<file path="config.mk">
export PLATFORM = sky130hd
export DESIGN_NAME = mem_read_port
export DESIGN_NICKNAME = d
export VERILOG_FILES = /design/src/rtl/mem_read_port.sv
export SDC_FILE = /design/constraint.sdc
export NUM_CORES = 1
export LEC_CHECK = 0
export CORE_MARGIN = 2
export CORE_UTILIZATION = 48
export DETAILED_ROUTE_END_ITERATION = 10
export GPL_ROUTABILITY_DRIVEN = 0
export PLACE_DENSITY = 0.94
export SLEW_MARGIN = 20
export SYNTH_ARGS = -nofsm -noshare
export SYNTH_HDL_FRONTEND = slang
export SYNTH_SLANG_ARGS = --single-unit
</file>
<file path="constraint.sdc">
create_clock -name clk -period 3.15 [get_ports clk]
set_input_delay 0.4725 -clock clk [delete_from_list [all_inputs] [get_ports clk]]
set_output_delay 0.4725 -clock clk [all_outputs]
set_load 0.02 [all_outputs]
</file>
<file path="src/rtl/mem_read_port.sv">
// Multi-cycle data-memory read controller: req/ack handshake with timeout,
// little-endian lane extraction and sign/zero extension into the memory data register.
module mem_read_port #(
    parameter int TIMEOUT = 15
) (
    input  logic        clk,
    input  logic        rst_n,
    input  logic        MemRead,
    input  logic [31:0] addr,
    input  logic [1:0]  size,
    input  logic        sign_ext,
    output logic        mem_req,
    output logic [31:0] mem_addr,
    input  logic [31:0] mem_rdata,
    input  logic        mem_ack,
    output logic [31:0] odat,
    output logic        done,
    output logic        err,
    output logic        busy
);

    typedef enum logic [1:0] {IDLE, REQ, DONE, ERR} state_t;

    localparam logic [7:0] TO = 8'(TIMEOUT);

    state_t      state;
    logic [7:0]  cnt;
    logic [1:0]  a_lo;
    logic [1:0]  sz;
    logic        sx;
    logic        misaligned;
    logic [7:0]  lane_b;
    logic [15:0] lane_h;
    logic [31:0] ext;

    // size 3 decodes as word, so size[1] covers both word encodings
    assign misaligned = ((size == 2'd1) && addr[0]) ||
                        (size[1] && (addr[1:0] != 2'b00));

    always_comb begin
        lane_b = mem_rdata[7:0];
        case (a_lo)
            2'd1:    lane_b = mem_rdata[15:8];
            2'd2:    lane_b = mem_rdata[23:16];
            2'd3:    lane_b = mem_rdata[31:24];
            default: lane_b = mem_rdata[7:0];
        endcase
        lane_h = a_lo[1] ? mem_rdata[31:16] : mem_rdata[15:0];
        case (sz)
            2'd0:    ext = {{24{sx & lane_b[7]}}, lane_b};
            2'd1:    ext = {{16{sx & lane_h[15]}}, lane_h};
            default: ext = mem_rdata;
        endcase
    end

    always_ff @(posedge clk or negedge rst_n) begin
        if (!rst_n) begin
            state    <= IDLE;
            cnt      <= 8'd0;
            a_lo     <= 2'd0;
            sz       <= 2'd0;
            sx       <= 1'b0;
            mem_req  <= 1'b0;
            mem_addr <= 32'd0;
            odat     <= 32'd0;
            done     <= 1'b0;
            err      <= 1'b0;
            busy     <= 1'b0;
        end else begin
            done <= 1'b0;
            err  <= 1'b0;
            case (state)
                IDLE: begin
                    if (MemRead) begin
                        a_lo     <= addr[1:0];
                        sz       <= size;
                        sx       <= sign_ext;
                        mem_addr <= {addr[31:2], 2'b00};
                        busy     <= 1'b1;
                        if (misaligned) begin
                            state <= ERR;
                            err   <= 1'b1;
                        end else begin
                            state   <= REQ;
                            mem_req <= 1'b1;
                            cnt     <= 8'd0;
                        end
                    end
                end
                REQ: begin
                    // ack is checked first so it wins over a simultaneous timeout
                    if (mem_ack) begin
                        odat    <= ext;
                        done    <= 1'b1;
                        mem_req <= 1'b0;
                        state   <= DONE;
                    end else if (cnt + 8'd1 == TO) begin
                        mem_req <= 1'b0;
                        err     <= 1'b1;
                        cnt     <= 8'd0;
                        state   <= ERR;
                    end else begin
                        cnt <= cnt + 8'd1;
                    end
                end
                DONE, ERR: begin
                    busy  <= 1'b0;
                    state <= IDLE;
                end
                default: begin
                    mem_req <= 1'b0;
                    busy    <= 1'b0;
                    state   <= IDLE;
                end
            endcase
        end
    end

endmodule

</file>
## Word-level counts from Yosys, hierarchy flattened

Index checks and enable logic that the tools add are counted.

- Register bits: 81
- Input port bits: 71

- $add $sub $neg: 1
- Eq/ne operators: 13
- Mux-type cells: 27
- Bitwise operators: 2
- Reductions and logical operators: 15

Operators with widths:

| kind | count |
|---|---|
| 32-bit case mux with 2 select lines | 1 |
| 8-bit 2-to-1 mux | 4 |
| 8-bit case mux with 3 select lines | 1 |
| 16-bit 2-to-1 mux | 1 |
| 8-bit case mux with 2 select lines | 1 |
| 1-bit 2-to-1 mux | 11 |
| 8-bit by 1-bit adder with 8-bit output (second input constant) | 1 |
| 2-bit by 1-bit == test with 1-bit output (second input constant) | 4 |
| 2-bit == test (second input constant) | 4 |
| 8-bit by 4-bit == test with 1-bit output (second input constant) | 1 |
| 2-bit 2-to-1 mux | 4 |
| 2-bit AND reduction | 4 |
| 4-bit AND reduction | 2 |
| 2-bit != test (second input constant) | 3 |
| 1-bit case mux with 2 select lines | 3 |
| 2-bit case mux with 3 select lines | 1 |
| 2-bit nonzero test | 3 |
| 2-bit zero test | 2 |
| 3-bit != test (second input constant) | 1 |
| 1-bit AND | 2 |
| 1-bit logical AND | 2 |
| 2-bit OR reduction | 1 |
| 1-bit logical OR | 1 |

## Depth between registers and ports, before layout

Gate-level depths: netlist of the first run.

- Depth in word-level cells: 6
- Depth in mapped cells: 7
- Mapped depth without buffers: 6

## Least setup slack after synthesis of the first run

No wires, ideal clock.

- Kind: flip-flop to flip-flop
- Start point: register cnt[0]
- End point: register cnt[2]
- Setup time: 126 ps
- Data arrival time: 1625 ps
- Required time: 3024 ps
- Slack: 1399 ps
- Cell stages (with the launch flop): 7
- Period minus slack after synthesis: 1751 ps
- Cells stage by stage: dfrtp_1 -> inv_1 -> ha_1 -> or4b_1 -> nor3_2 -> a21oi_2 -> a221o_1

- Word-level cells in the longest chain between the ends: 5

Ends and longest elaborated chain:

| item | RTL line | text |
|---|---|---|
| start: declaration | 27 | `logic [7:0] cnt;` |
| start signal: assignment | 103 | `cnt <= cnt + 8'd1;` |
| 8-bit by 1-bit adder with 8-bit output (*) | 97, 103 |  |
| 8-bit by 4-bit == test with 1-bit output | 97 | `end else if (cnt + 8'd1 == TO) begin` |
| 8-bit 2-to-1 mux (*) | 97 |  |
| 8-bit 2-to-1 mux (*) | 92 | `if (mem_ack) begin` |
| 8-bit case mux with 2 select lines (*) | 72 | `case (state)` |

Mark *: on every way between the ends. The rest lies on a longest branch, timed or not. The select of a mux whose other input is x is not followed.
A chain may end at the register's enable or synchronous reset.

## Worst setup path after layout of the first run

- Start point: register sz[0]
- End point: register odat[1]

- Word-level cells in the longest chain between the ends: 2
- Elaborated cells on any way between the ends: 3
- Those cells by class: eq/ne: 1; mux: 1; reduce/logical: 1

Ends and longest elaborated chain:

| item | RTL line | text |
|---|---|---|
| start: declaration | 29 | `logic [1:0] sz;` |
| start signal: assignment | 76 | `sz <= size;` |
| 2-bit by 1-bit == test with 1-bit output / 2-bit zero test (equally long branches) | 49 | `case (sz)` |
| 32-bit case mux with 2 select lines (*) | 49 |  |
| end signal: assignment | 93 | `odat <= ext;` |
| end: declaration | 16 | `output logic [31:0] odat,` |

Mark *: on every way between the ends. The rest lies on a longest branch, timed or not.

==> run summary, run 1 <==
endpoints failing setup = 0
Slew HR = 0.523
CTS root buf = clkbuf_8
mux cell area share after synthesis = 0.0116
synthesis-to-finish area growth = 42.7%
DRT Wirelength = 10800 um
clock slew at reported path FFs = 0.08 ns
Pleak = 2.48 nW
Fin Clk Skew = 0.0133 ns
cells resized by post-CTS repair = 0
RSZ-0062 raised after global routing = no
total power = 5.15 mW
CP required = 3.42 ns
Startpoint Class = flop
CTS tree = yes
die area = 0.00859 mm^2
initial antenna violation count = 0
crit-path max FO = 15
reg2reg end = odat[1]
Yosys Warn Count = 0
Main synth FF type = dfrtp_1
global-route wire length before repair = 17500 um
area share of xor/xnor cells in the synthesized design = 0.00464
Rows = 32
Largest stage delay, worst path = 0.66 ns
final setup TNS = 0 ns
Yosys top cell by area = dfrtp_1
Cells after Synth = 416
total CTS buffers = 9
Yosys reg bits = 81
IO Pins = 139
Netlist cell types = 47
largest family of logic cells by synthesized area = simple AND/OR/NAND/NOR gates
Routed WL per cell = 16.5 um
H-tree levels = 3
fmax = 471 MHz
cell with the most instances after synthesis = nand2_1
Hold Crit Class = in2async
Synth Area in Simple Gates = 0.261
critical path's slowest cell = a21oi_1
register area share after synthesis = 0.537
Worst VDD drop = 0.668 mV
complex-gate fraction of the synthesized area = 0.140
Synth top cells by count = nand2_1, dfrtp_1, nand3_1
Nets = 618
PnR worst setup slack = 1.03 ns
detailed router's first-iteration violation count = 202
depth of the worst register-to-register path = 4
Async S/R FF share, synth = 1.00
delay-heaviest family, CP = compound AO/OA/AOI/OAI gates
post-route cell area = 0.00538 mm^2
vias in the first global route = 3574
gr ovfl total = 0
Clock Tree Buf Depth = 2
status = finished clean
PwrDens = 956 mW/mm^2
slew at the pin with the worst max-slew slack = 0.716 ns
Detailed Place HPWL = 7790 um
DRC errors left = 0
floorplan core area = 0.00769 mm^2
Synth Area in Adders = 0.00663
hold buffers post-CTS = 0
postcts setup bufs = 0
via count = 3629
DR vias/cell = 5.57
Post-Syn Area = 0.00377 mm^2
n_diodes = 0
Worst EP arrival = 2.39 ns
Final Critical Period = 2.12 ns
top cell type's share of synthesized area = 0.537
Clock Latency Late Sink = 0.36 ns
fin. max-slew vios = 0
RR Startpoint = sz[0]
number of synthesized flops with an enable pin = 0
worst path bufs/invs = 0
IO buf count = 136
CTS Sinks = 81
Cell Area, Placed = 0.00519 mm^2
post-route ant nets = 0
1st-pass router iterations = 5
largest net degree at the start of global routing = 82
R2R Setup Slk = 1.03 ns
DIE WIDTH = 92.7 um
Min Hold Slack = 0.146 ns
post-place setup slack = 0.795 ns
mean cell area of the mapped netlist = 9.07 um^2
Max-Cap Viols = 0
crit-path cells = nand2b_1 -> a21oi_1 -> nor2_1 -> o31ai_1
CP endpoint kind = flop
Crit Path Category = reg2reg
fin crit share = 0.674
Die Y = 92.7 um
Global Route Usage Sum = 0.263
Initial Utilization = 0.491
top post-synthesis cells by area = dfrtp_1, nand2_1, nand3_1, a21oi_1, nor2b_1
Fin. Hold Viols = 0
layout cell share with drive strength beyond 1 = 0.0582
==> worst max path at each step <==
stage	start	depth (start not counted)	to	slack (ns)
finish	sz[0]	4	odat[1]	1.03
global route	sz[0]	4	odat[2]	0.81
CTS	sz[0]	4	odat[1]	1.02
detailed placement	mem_rdata[23]	5	odat[26]	0.80
global placement	mem_rdata[23]	5	odat[28]	0.86
floorplan	cnt[0]	6	cnt[2]	1.40
==> power by group <==
group / switching (mW) / internal [mW]
combinational: 1.45 / 1.17
sequential: 0.327 / 1.48
clock: 0.408 / 0.318
total: 2.19 / 2.96
==> worst register-to-register path, delay by kind of cell, from the launching register on <==
kind               cells  cell delay [ns]
DFF                    1             0.57
and+or+nand+nor        2             0.60
AOI/OAI and AO/OA      2             0.87
==> kinds of logic after synthesis <==
family                     after synthesis
muxes                                    3
other                                    1
and+or+nand+nor                        220
xor gates and xnor gates                 2
adders and majority gates                2
buffers and inverters                   31
AOI/OAI and AO/OA                       76
DFF                                     81
==> layout by cell type (no fill, tap or decap), types with 2 or more instances in the layout <==
master | synthesis | routed
buf_4 | 2 | 6
nor3b_1 | 3 | 2
a21o_1 | 8 | 8
dfrtp_1 | 81 | 81
nor2_1 | 18 | 18
o21ai_0 | 9 | 9
nor2b_1 | 11 | 11
a21oi_1 | 20 | 20
xnor2_1 | 2 | 2
nand3_1 | 34 | 34
and3_1 | 2 | 2
o22ai_1 | 2 | 2
a22oi_1 | 7 | 7
and2_1 | 2 | 2
nand2_1 | 135 | 135
o31ai_1 | 8 | 8
ha_1 | 2 | 2
inv_6 | 0 | 4
a21oi_2 | 2 | 2
a211o_1 | 7 | 7
clkdlybuf4s50_1 | 0 | 135
clkbuf_8 | 0 | 10
a221o_1 | 2 | 2
conb_1 | 1 | 2
a31oi_1 | 3 | 3
inv_1 | 5 | 5
nand3b_1 | 8 | 8
==> cell type report <==
type	count	area, um^2
fillers	591	2300
flip-flops and latches	81	2030
multi-input cells	305	1610
repair buffers	142	1410
clock buffers	10	138
well taps	102	128
clock inverters	6	47.5
inverters	6	22.5
==> sequential cells by signal (all words and copies together) (netlist names) <==
register	cells
state	2
mem_req	1
done	1
odat	32
cnt	8
mem_addr	30
sz	2
busy	1
err	1
a_lo	2
sx	1
==> through the flow <==
stage | instances | utilization
floorplan | 417 | -
global placement | 636 | 0.676
detailed placement | 636 | 0.676
CTS | 652 | 0.700
global route | 652 | 0.700
finish | 652 | 0.700
==> metal layers <==
layer  up-vias  GRT usage  wire length, um
li1       1671          -                -
met1      1730      0.320             4180
met2       196      0.429             5100
met3        32     0.0887             1160
met4         0      0.115              333
met5         -          0                0
(Power assumes the default switching activity.)
==> run 2: changes to the inputs <==
CORE_UTILIZATION = 40   (was 48)
PLACE_DENSITY = 0.84   (was 0.94)
clock period = 1.8 ns   (was 3.15 ns; I/O delays follow)
==> run 2 against run 1 <==
The run now ends with negative setup slack left. Register-to-register slack got worse by 1.1 ns. Total power rose by 82%. Clock power rose by 82%. Combinational power rose by 88%. Final area rose by 6.5%. Worst setup slack got worse by 1.1 ns. Non-clock buffer count rose by 31. Global-route usage fell by 4.6 points. Via count rose by 0.17%. Maximum frequency rose by 12%. Critical path depth rose by 3. Critical endpoint is now cnt[3]. Largest power group unchanged.
==> run summary, run 2 (synthesized netlist as in run 1, its figures left out) <==
floorplan core area = 0.00920 mm^2
CTS Sinks = 81
detailed router's first-iteration violation count = 196
Global Route met3 Usage = 0.0649
vias in the first global route = 3571
Routed WL per cell = 15.8 um
biggest regs = odat: 32 flops, mem_addr: 30 flops, cnt: 8 flops
RR Startpoint = cnt[0]
crit-path max FO = 5
Die Y = 101 um
reg2reg end = cnt[3]
GRT busiest layer = met2
post-route cell area = 0.00573 mm^2
DRC errors left = 0
depth of the worst register-to-register path = 7
fin crit share = 1.06
die area = 0.0102 mm^2
Rows = 35
layout cell share with drive strength beyond 1 = 0.117
CP endpoint kind = flop
Most flops, register = odat
post-route ant nets = 0
IO Pins = 139
initial antenna violation count = 0
slew at the pin with the worst max-slew slack = 0.641 ns
Hold Crit Class = in2async
CTS root buf = clkbuf_8
endpoints failing setup = 5
DR vias/cell = 5.25
Startpoint Class = flop
RSZ-0062 raised after global routing = yes
met1 Resource Use GR = 0.275
1st-pass router iterations = 5
fmax = 525 MHz
Crit Path Category = reg2reg
status = complete, but fails checks
gr ovfl total = 0
Detailed Place HPWL = 8000 um
global-route wire length before repair = 17400 um
CTS tree = yes
max FFs per register = 32
Worst VDD drop = 0.904 mV
Slew HR = 0.571
Worst EP arrival = 2.13 ns
H-tree levels = 3
grt met2 use = 0.350
DIE WIDTH = 101 um
DRT Wirelength = 10900 um
R2R Setup Slk = -0.10 ns
fin. max-slew vios = 0
IO buf count = 136
Global Route Usage Sum = 0.218
Initial Utilization = 0.410
most frequent cells in the layout = nand2_1, clkdlybuf4s50_1, dfrtp_1, nand3_1, buf_4
synthesis-to-finish area growth = 52.0%
Nets = 649
Pleak = 2.65 nW
n_diodes = 0
Clock Tree Buf Depth = 2
PnR worst setup slack = -0.104 ns
Max-Cap Viols = 0
Final Critical Period = 1.90 ns
total CTS buffers = 9
clock slew at reported path FFs = 0.09 ns
CP required = 2.03 ns
Fin. Hold Viols = 0
failing checks = negative setup slack
Cell Area, Placed = 0.00542 mm^2
Fin Clk Skew = 0.0106 ns
via count = 3635
Clock Latency Late Sink = 0.35 ns
largest net degree at the start of global routing = 41
total power = 9.35 mW
PwrDens = 1630 mW/mm^2
==> run 2: how the worst max path moves through the flow <==
stage / from / to / slack (ns)
2_1_floorplan: cnt[0] / cnt[2] / 0.05
3_3_place_gp: mem_rdata[23] / odat[15] / -0.13
3_5_place_dp: addr[0] / cnt[7] / -0.21
4_1_cts: cnt[0] / cnt[2] / -0.05
5_1_grt: cnt[0] / cnt[2] / -0.14
6_report: cnt[0] / cnt[3] / -0.10
==> run 2: per-layer routing <==
metal	wire [um]	vias up	share of wire
li1	-	1733	-
met4	228	0	0.021
met1	4470	1705	0.41
met5	0	-	0
met2	5200	177	0.48
met3	1010	20	0.093
==> run 2: repair_timing <==
action,4_1_cts,5_1_grt
setup buffers,4,3
hold buffers,1,0
cloned,0,0
hold endpoints to repair,17,0
pin swaps,1,5
endpoints found under the setup margin,4,5
gates resized for setup,8,4
==> run 2: final cells by class <==
type	instances	area, um^2
Sequential cell	81	2030
Multi-Input combinational cell	305	1670
Fill cell	744	3460
Clock inverter	5	55.1
Inverter	6	22.5
Timing Repair Buffer	173	1680
Clock buffer	11	141
Tap cell	111	139
==> run 2: worst max-delay path: stages (launching register included) <==
cell and delay [ns]:
dfrtp_1 0.39, inv_2 0.08, ha_4 0.12, or4b_4 0.47, nor3_4 0.22, buf_6 0.13, a21oi_4 0.07, a221o_1 0.32
==> run 2: metrics by stage <==
stage / instances / setup WS [ns] / setup TNS, ns / util / hold slack [ns]
final: 692 / -0.104 / -0.353 / 0.624 / 0.335
after global routing: 692 / -0.140 / -0.636 / 0.624 / 0.339
after CTS: 689 / -0.0539 / -0.0960 / 0.619 / 0.324
after detailed placement: 668 / -0.207 / -4.99 / 0.589 / 0.158
after global placement: 668 / -0.132 / -3.09 / 0.589 / 0.155
after floorplan: 417 / 0.0486 / 0 / - / -0.0256
==> run 2: report_power, final <==
part	leakage, nW	switching [mW]	total (mW)	internal (mW)
sequential	1.01	0.520	3.11	2.59
combinational	1.54	2.63	4.92	2.29
clock	0.0953	0.647	1.32	0.675
total	2.65	3.80	9.35	5.55
==> run 3: changes to the inputs <==
CORE_UTILIZATION = 30   (was 40)
CTS_BUF_LIST = sky130_fd_sc_hd__clkbuf_4 sky130_fd_sc_hd__clkbuf_8   (was unset)
PLACE_DENSITY = 0.68   (was 0.84)
==> run 3 against run 2 <==
The flow still finishes with violations (negative setup slack). Non-clock buffer count is 1 higher. Worst hold slack better by 0.075 ns. Clock-buffer cell count is 1 higher. Via count is 0.94% higher. Sequential power hardly changed. Highest routed layer unchanged. Routed wire length is 8.5% higher. Flip-flop and latch count stayed put. Worst setup slack better by 0.026 ns. Die area is 32% higher. Critical path depth is 1 lower. Clock skew is 0.0016 ns lower.
==> run summary, run 3 (synthesized netlist as in run 1, its figures left out) <==
Final Instance Count excl. Fillers = 749
Clock Latency Late Sink = 0.37 ns
Worst EP arrival = 2.14 ns
failing checks = negative setup slack
status = complete, but fails checks
post-place setup slack = -0.188 ns
Min Hold Slack = 0.410 ns
fill count = 1154
Crit Path Category = reg2reg
CTS tree = yes
vias in the first global route = 3664
DR vias/cell = 4.90
Detailed Place HPWL = 8520 um
PnR worst setup slack = -0.0781 ns
Largest stage delay, worst path = 0.46 ns
gr ovfl total = 0
Placed Cells = 730
global-route wire length before repair = 18500 um
post-route ant nets = 0
Global Route met3 Usage = 0.0721
worst path bufs/invs = 1
detailed router's first-iteration violation count = 476
crit-path max FO = 5
Fin Clk Skew = 0.00894 ns
Final Critical Period = 1.88 ns
CTS root buf = clkbuf_8
Slew HR = 0.566
met1 Resource Use GR = 0.224
max FFs per register = 32
Hold Crit Class = in2async
IO Pins = 139
CP endpoint kind = flop
RSZ-0062 raised after global routing = yes
CTS Sinks = 81
biggest regs = odat: 32 flops, mem_addr: 30 flops, cnt: 8 flops
Pleak = 2.66 nW
CP required = 2.06 ns
Core Util, Final = 0.478
n_diodes = 0
largest net degree at the start of global routing = 38
total power = 9.48 mW
Most flops, register = odat
floorplan core area = 0.0122 mm^2
die area = 0.0135 mm^2
Global Route Usage Sum = 0.181
layout cell share with drive strength beyond 1 = 0.119
Startpoint Class = flop
Routed WL per cell = 15.8 um
delay-heaviest family, CP = simple AND/OR/NAND/NOR gates
GRT busiest layer = met2
fin crit share = 1.04
DIE WIDTH = 116 um
clock slew at reported path FFs = 0.08 ns
total CTS buffers = 9
Initial Utilization = 0.310
DRC errors left = 0
IO buf count = 136
1st-pass router iterations = 5
initial antenna violation count = 0
Max-Cap Viols = 0
fin. max-slew vios = 0
H-tree levels = 3
via count = 3669
DRT Wirelength = 11800 um
critical path's slowest cell = or4b_4
slew at the pin with the worst max-slew slack = 0.648 ns
Fin. Hold Viols = 0
Worst VDD drop = 0.782 mV
grt met2 use = 0.290
most frequent cells in the layout = nand2_1, clkdlybuf4s50_1, dfrtp_1, nand3_1, buf_4
fmax = 532 MHz
endpoints failing setup = 4
final setup TNS = -0.186 ns
Nets = 650
PwrDens = 1630 mW/mm^2
Rows = 40
Die Y = 116 um
Clock Tree Buf Depth = 2
Cell Area, Placed = 0.00554 mm^2
post-route cell area = 0.00582 mm^2
synthesis-to-finish area growth = 54.1%
crit-path cells = inv_2 -> ha_4 -> or4b_4 -> nor3_4 -> a21oi_4 -> a221o_1
run 3: area by class of cell:
| class | count | area [um^2] | share of cell area |
|---|---|---|---|
| sequential | 81 | 2030 | 0.349 |
| timing repair buffer | 174 | 1700 | 0.292 |
| multi-input combinational | 305 | 1670 | 0.287 |
| tap | 168 | 210 | 0.0361 |
| clock buffer | 12 | 146 | 0.0252 |
| clock inverter | 3 | 42.5 | 0.00731 |
| inverter | 6 | 22.5 | 0.00387 |
run 3: per-layer routing:
metal	share of wire	vias to the layer above
li1	-	1724
met1	0.42	1704
met2	0.46	219
met3	0.11	22
met4	0.020	0
met5	0	-
run 3: path summary, 6_finish.rpt:
path,slack (ns),from,endpoint,cells after the start
worst max-delay path,-0.08,cnt[0],cnt[3],6
worst min-delay path,0.41,rst_n,odat[4],2
worst max register to register,-0.08,cnt[0],cnt[3],6
worst min register to register,0.48,mem_addr[29],mem_addr[29],2
max in group asynchronous,0.74,rst_n,odat[20],3
min in group clk,0.42,addr[25],mem_addr[25],3
run 3: timing repair:
item	4_1_cts	5_1_grt
setup buffers	3	0
pin swaps	2	0
resized for setup	8	3
endpoints found under the setup margin	4	7
endpoints found under the hold margin	34	0
hold buffers	1	0
gates cloned	0	0
run 3: worst reg2reg max path, cell delays in order, from the launching register on:
cell and delay, ns:
dfrtp_1 0.40, inv_2 0.09, ha_4 0.13, or4b_4 0.46
nor3_4 0.24, a21oi_4 0.11, a221o_1 0.34
run 3: power breakdown:
| group | total (mW) | internal [mW] | switching (mW) |
|---|---|---|---|
| clock network | 1.35 | 0.679 | 0.676 |
| registers | 3.12 | 2.59 | 0.529 |
| logic | 5.01 | 2.30 | 2.71 |
| total | 9.48 | 5.56 | 3.91 |
